==> config.mk <==
export PLATFORM = sky130hd
export DESIGN_NAME = enc_bin2onehot_pipe
export DESIGN_NICKNAME = d
export VERILOG_FILES = /design/src/rtl/enc_bin2onehot_pipe.sv
export SDC_FILE = /design/constraint.sdc
export NUM_CORES = 1
export LEC_CHECK = 0
export ABC_CLOCK_PERIOD_IN_PS = 6000
export CAP_MARGIN = 20
export CORE_ASPECT_RATIO = 1.75
export CORE_MARGIN = 3
export CORE_UTILIZATION = 25
export CTS_CLUSTER_DIAMETER = 150
export DETAILED_ROUTE_END_ITERATION = 6
export SKIP_LAST_GASP = 1
export SLEW_MARGIN = 20
export SYNTH_ARGS = -nofsm -noshare
export SYNTH_HDL_FRONTEND = slang
export SYNTH_SLANG_ARGS = --single-unit
==> constraint.sdc <==
create_clock -name clk -period 6 [get_ports clk]
set_clock_uncertainty 0.2 [all_clocks]
set_input_delay 0.9 -clock clk [delete_from_list [all_inputs] [get_ports clk]]
set_output_delay 0.9 -clock clk [all_outputs]
set_load 0.01 [all_outputs]
==> src/rtl/enc_bin2onehot_pipe.sv <==
// Registered binary-to-one-hot/thermometer encoder with a two-entry skid buffer,
// out-of-range flagging and a saturating error counter.
module enc_bin2onehot_pipe #(
   parameter int IN_W  = 4,
   parameter int OUT_W = 15,
   parameter int CNT_W = 8
) (
   input  logic             clk,
   input  logic             rst,
   input  logic             in_valid,
   output logic             in_ready,
   input  logic [IN_W-1:0]  in,
   input  logic             mode,
   output logic             out_valid,
   input  logic             out_ready,
   output logic [OUT_W-1:0] out,
   output logic             out_err,
   output logic [CNT_W-1:0] err_cnt,
   input  logic             clr_cnt
);

   if (OUT_W > (1 << IN_W) || OUT_W < 1) begin : g_param_err
      $error("enc_bin2onehot_pipe: OUT_W must lie in 1..2**IN_W");
   end

   typedef enum logic [1:0] {
      EMPTY = 2'd0,
      ONE   = 2'd1,
      TWO   = 2'd2
   } state_t;

   function automatic logic out_of_range(input logic [IN_W-1:0] idx);
      return int'(idx) >= OUT_W;
   endfunction

   function automatic logic [OUT_W-1:0] decode(input logic [IN_W-1:0] idx,
                                                input logic therm);
      logic [OUT_W-1:0] v;
      v = '0;
      if (!out_of_range(idx)) begin
         for (int i = 0; i < OUT_W; i++) begin
            v[i] = therm ? (i <= int'(idx)) : (i == int'(idx));
         end
      end
      return v;
   endfunction

   state_t           state;
   logic             acc;
   logic             pop;
   logic             load_in;
   logic             load_skid;
   logic             skid_to_out;
   logic [OUT_W-1:0] dec_p0;
   logic             err_p0;
   logic [OUT_W-1:0] skid_p1;
   logic             skid_err_p1;

   // Stage p0: decode the request as it is accepted
   always_comb begin
      acc         = in_valid & in_ready;
      pop         = out_valid & out_ready;
      dec_p0      = decode(in, mode);
      err_p0      = out_of_range(in);
      load_in     = acc & ((state == EMPTY) | ((state == ONE) & pop));
      load_skid   = acc & (state == ONE) & ~pop;
      skid_to_out = (state == TWO) & pop;
   end

   // in_ready mirrors the next state so it drops on the same edge the skid fills
   always_ff @(posedge clk or negedge rst) begin
      if (!rst) begin
         state     <= EMPTY;
         out_valid <= 1'b0;
         in_ready  <= 1'b0;
      end else begin
         case (state)
            EMPTY: begin
               in_ready <= 1'b1;
               if (acc) begin
                  state     <= ONE;
                  out_valid <= 1'b1;
               end
            end
            ONE: begin
               if (acc && !pop) begin
                  state    <= TWO;
                  in_ready <= 1'b0;
               end else if (!acc && pop) begin
                  state     <= EMPTY;
                  out_valid <= 1'b0;
                  in_ready  <= 1'b1;
               end else begin
                  in_ready <= 1'b1;
               end
            end
            TWO: begin
               if (pop) begin
                  state    <= ONE;
                  in_ready <= 1'b1;
               end else begin
                  in_ready <= 1'b0;
               end
            end
            default: begin
               state     <= EMPTY;
               out_valid <= 1'b0;
               in_ready  <= 1'b0;
            end
         endcase
      end
   end

   // Stage p1: output register, cleared on reset so no stale vector is visible
   always_ff @(posedge clk or negedge rst) begin
      if (!rst) begin
         out     <= '0;
         out_err <= 1'b0;
      end else if (load_in) begin
         out     <= dec_p0;
         out_err <= err_p0;
      end else if (skid_to_out) begin
         out     <= skid_p1;
         out_err <= skid_err_p1;
      end
   end

   always_ff @(posedge clk) begin
      if (load_skid) begin
         skid_p1     <= dec_p0;
         skid_err_p1 <= err_p0;
      end
   end

   always_ff @(posedge clk or negedge rst) begin
      if (!rst) begin
         err_cnt <= '0;
      end else if (clr_cnt) begin
         err_cnt <= '0;
      end else if (acc && err_p0 && (err_cnt != {CNT_W{1'b1}})) begin
         err_cnt <= err_cnt + 1'b1;
      end
   end

endmodule

==> out/results.ini <==
[worst_setup_path]
critPathSlowestCell = clkdlybuf4s50_1
required_ps = 5960
cp-start-kind = primary input
path_cells = clkdlybuf4s50_1 -> nand4_4 -> or3_1 -> nor2_1 -> mux2_1
rr_worst_depth = 4
end_kind = register
crit_type = primary input to register
cp_num_buf_inv = 1
cp_max_fo = 16
crit_arrival_ps = 2850
reg2reg_from = state[1]
cpLargestDelayFamily = buffers and inverters
reg2reg_to = out[3]
rrSetupSlack_ps = 3890
slowest_delay_ps = 830

[sta]
tightest_slew_ps = 563
setup_tns_ps = 0
hold_viol = 0
fin_ws_ps = 3110
drv_slew = 0
fmax_ghz = 0.346
rsz0062_at_grt = no
relSlewSlack_pct = 62.4
post-route-period-util_pct = 48.2
setup-violations-final = 0
holdWs_ps = 278
layout_min_cycle_time_ps = 2890

[clock_tree]
numCtsBuffers = 5
cts_tree = yes
cts_num_sinks = 44
insertion_delay_ps = 280
h-tree-depth = 2
path_clk_slew_ps = 60
hold_buffers = 0
cts_buffer_depth = 2
root_buffer = clkbuf_16
post-cts-setup-buffers = 0
post_cts_resized = 0

[synth]
syn_area_per_cell_um2 = 10.6
syn_inst = 202
synth_area_um2 = 2150
yosysWarningCount = 0
async_reset_ff_share_pct = 63.6
dominantRegCellSynth = dfrtp_1
synth_seq_area_share_pct = 54.9
yosysTopAreaCell = dfrtp_1
synth-seq-cells = 44
synth_edf_count = 16
ys_top_cells_by_area = dfrtp_1, edfxtp_1, a221o_1, nor2_1, nor3_1
ys_types = 42
synth_top_area_share_pct = 32.6
syn_nets = 213

[pwr]
switching_power_uw = 329
combPwrFrac_pct = 31.5
p_seq_share_pct = 40.6
sw_frac_of_total_pct = 30.1
peakVddDrop_mv = 0.133
leakagePower_nw = 1.06
clkPwrFrac_pct = 27.9
power.density_nw_per_um2 = 394
p_int_uw = 766
power_mw = 1.09

[floorplanning]
start_util_pct = 25.9
core_um2 = 8310
io_pins = 36
die_area_um2 = 9790
fp.dieW_um = 76.1
die_h_um = 129
rows = 44

[placement]
placed_cells = 344
dp_slack_ps = 2820
gp_congestion = 0.747
placed_cell_area_um2 = 2620
io_buffer_count = 35
dp_hpwl_mm = 3.73

[route]
drc = 0
wl_per_cell_um = 15.3
viasPerCell = 4.81
drtAntennaViolNets = 0
wl_mm = 5.38
dr_total_vias = 1692
drtIter0Drc = 82
first_pass_iters = 4

[run]
maxCapViolations = 0

[worst_hold_path]
hp-class = register to register
hold_start = out[7]
hold_end = out[7]
min_path_cells = 1

[final_layout]
layoutNonFillerInstCount = 352
multiInputGateArea_um2 = 907
drive_gt1_share_pct = 7.59
final_net_count = 247
area_growth_syn_to_layout_pct = 29.3
fin_area_um2 = 2780
utilization_pct = 33.4
n_fill_cell = 851
regArea_um2 = 1180
insertedDiodeCount = 0

[global_routing]
grt_max_degree = 29
grt_pass1_wl_mm = 8.88
antenna_found_initial = 0
grt_pass1_vias = 1711
grtUsageTotal_pct = 11.4
grt_overflow = 0

[outcome]
status = complete, no violations

==> worst max-delay path by stage <==
| stage | from | endpoint | slack, ps | cells after the start |
|---|---|---|---|---|
| after floorplan | out_ready | skid_err_p1 | 3150 | 2 |
| after global placement | in[2] | err_cnt[5] | 2850 | 5 |
| after detailed placement | in[2] | err_cnt[5] | 2820 | 5 |
| after CTS | in[2] | err_cnt[5] | 3100 | 5 |
| after global routing | in[2] | err_cnt[5] | 2990 | 5 |
| final | in[2] | err_cnt[5] | 3110 | 5 |
==> flip-flops by register name, indices dropped and copies added (netlist names) <==
name and flops:
skid_err_p1 1, out_valid 1, err_cnt 8, out_err 1
state 2, in_ready 1, out 15, skid_p1 15
==> logic make-up (layout without fill, tap and decap cells) <==
| family | Yosys count | in the layout | synth area share, % |
|---|---|---|---|
| xor gates and xnor gates | 1 | 1 | 0.408 |
| adders and majority gates | 1 | 1 | 0.582 |
| muxes | 7 | 7 | 3.43 |
| DFF | 44 | 44 | 54.9 |
| buffers and inverters | 14 | 49 | 3.08 |
| AOI/OAI and AO/OA | 43 | 43 | 15.1 |
| and+or+nand+nor | 92 | 92 | 22.5 |
==> power by group through the flow <==
stage | combinational [mW] | sequential (mW) | clock [mW]
final | 0.345 | 0.444 | 0.306
after CTS | 0.352 | 0.447 | 0.314
after global routing | 0.375 | 0.457 | 0.329
after detailed placement | 0.348 | 0.451 | 0
after floorplan | 0.167 | 0.463 | 0
after global placement | 0.345 | 0.452 | 0
==> synth_stat cells, types with 4 or more instances <==
cell	instances
a21oi_1	9
a221o_1	14
and2_1	9
buf_2	5
dfrtp_1	28
edfxtp_1	16
mux2i_1	4
nand2_1	15
nand3_1	7
nor2_1	23
nor2b_1	5
nor3_1	15
nor4_1	7
o21ai_0	5
==> area by class of cell <==
type                    instances  share of cell area [%]
clock buffers                   6                    4.64
flip-flops and latches         44                    42.5
multi-input cells             144                    32.6
clock inverters                 2                    1.26
well taps                     115                    5.18
inverters                       3                   0.405
repair buffers                 38                    13.4
==> per-layer routing <==
metal  wire [um]  track usage (%)  share of wire, %  vias up
li1            -                -                 -      821
met1        2260             13.3                42      833
met2        2800             20.2                52       34
met3         263             3.15               4.9        4
met4          47             3.84              0.87        0
met5           0                0                 0        -
==> placed cells by master (no fill, tap or decap), drive strengths merged, types with 2 or more instances in the layout <==
cell type	instances
inv	3
nor3	15
clkbuf	6
a21oi	9
o21ai	5
nor2	24
dfrtp	28
buf	3
and2	9
nand2	15
a211oi	3
nand3	7
or3	3
mux2	3
a31oi	3
nor4	7
edfxtp	16
a221o	14
or2	2
nand4	2
nor2b	5
mux2i	4
clkdlybuf4s50	35
No activity file was read; power rests on OpenSTA's default activity.
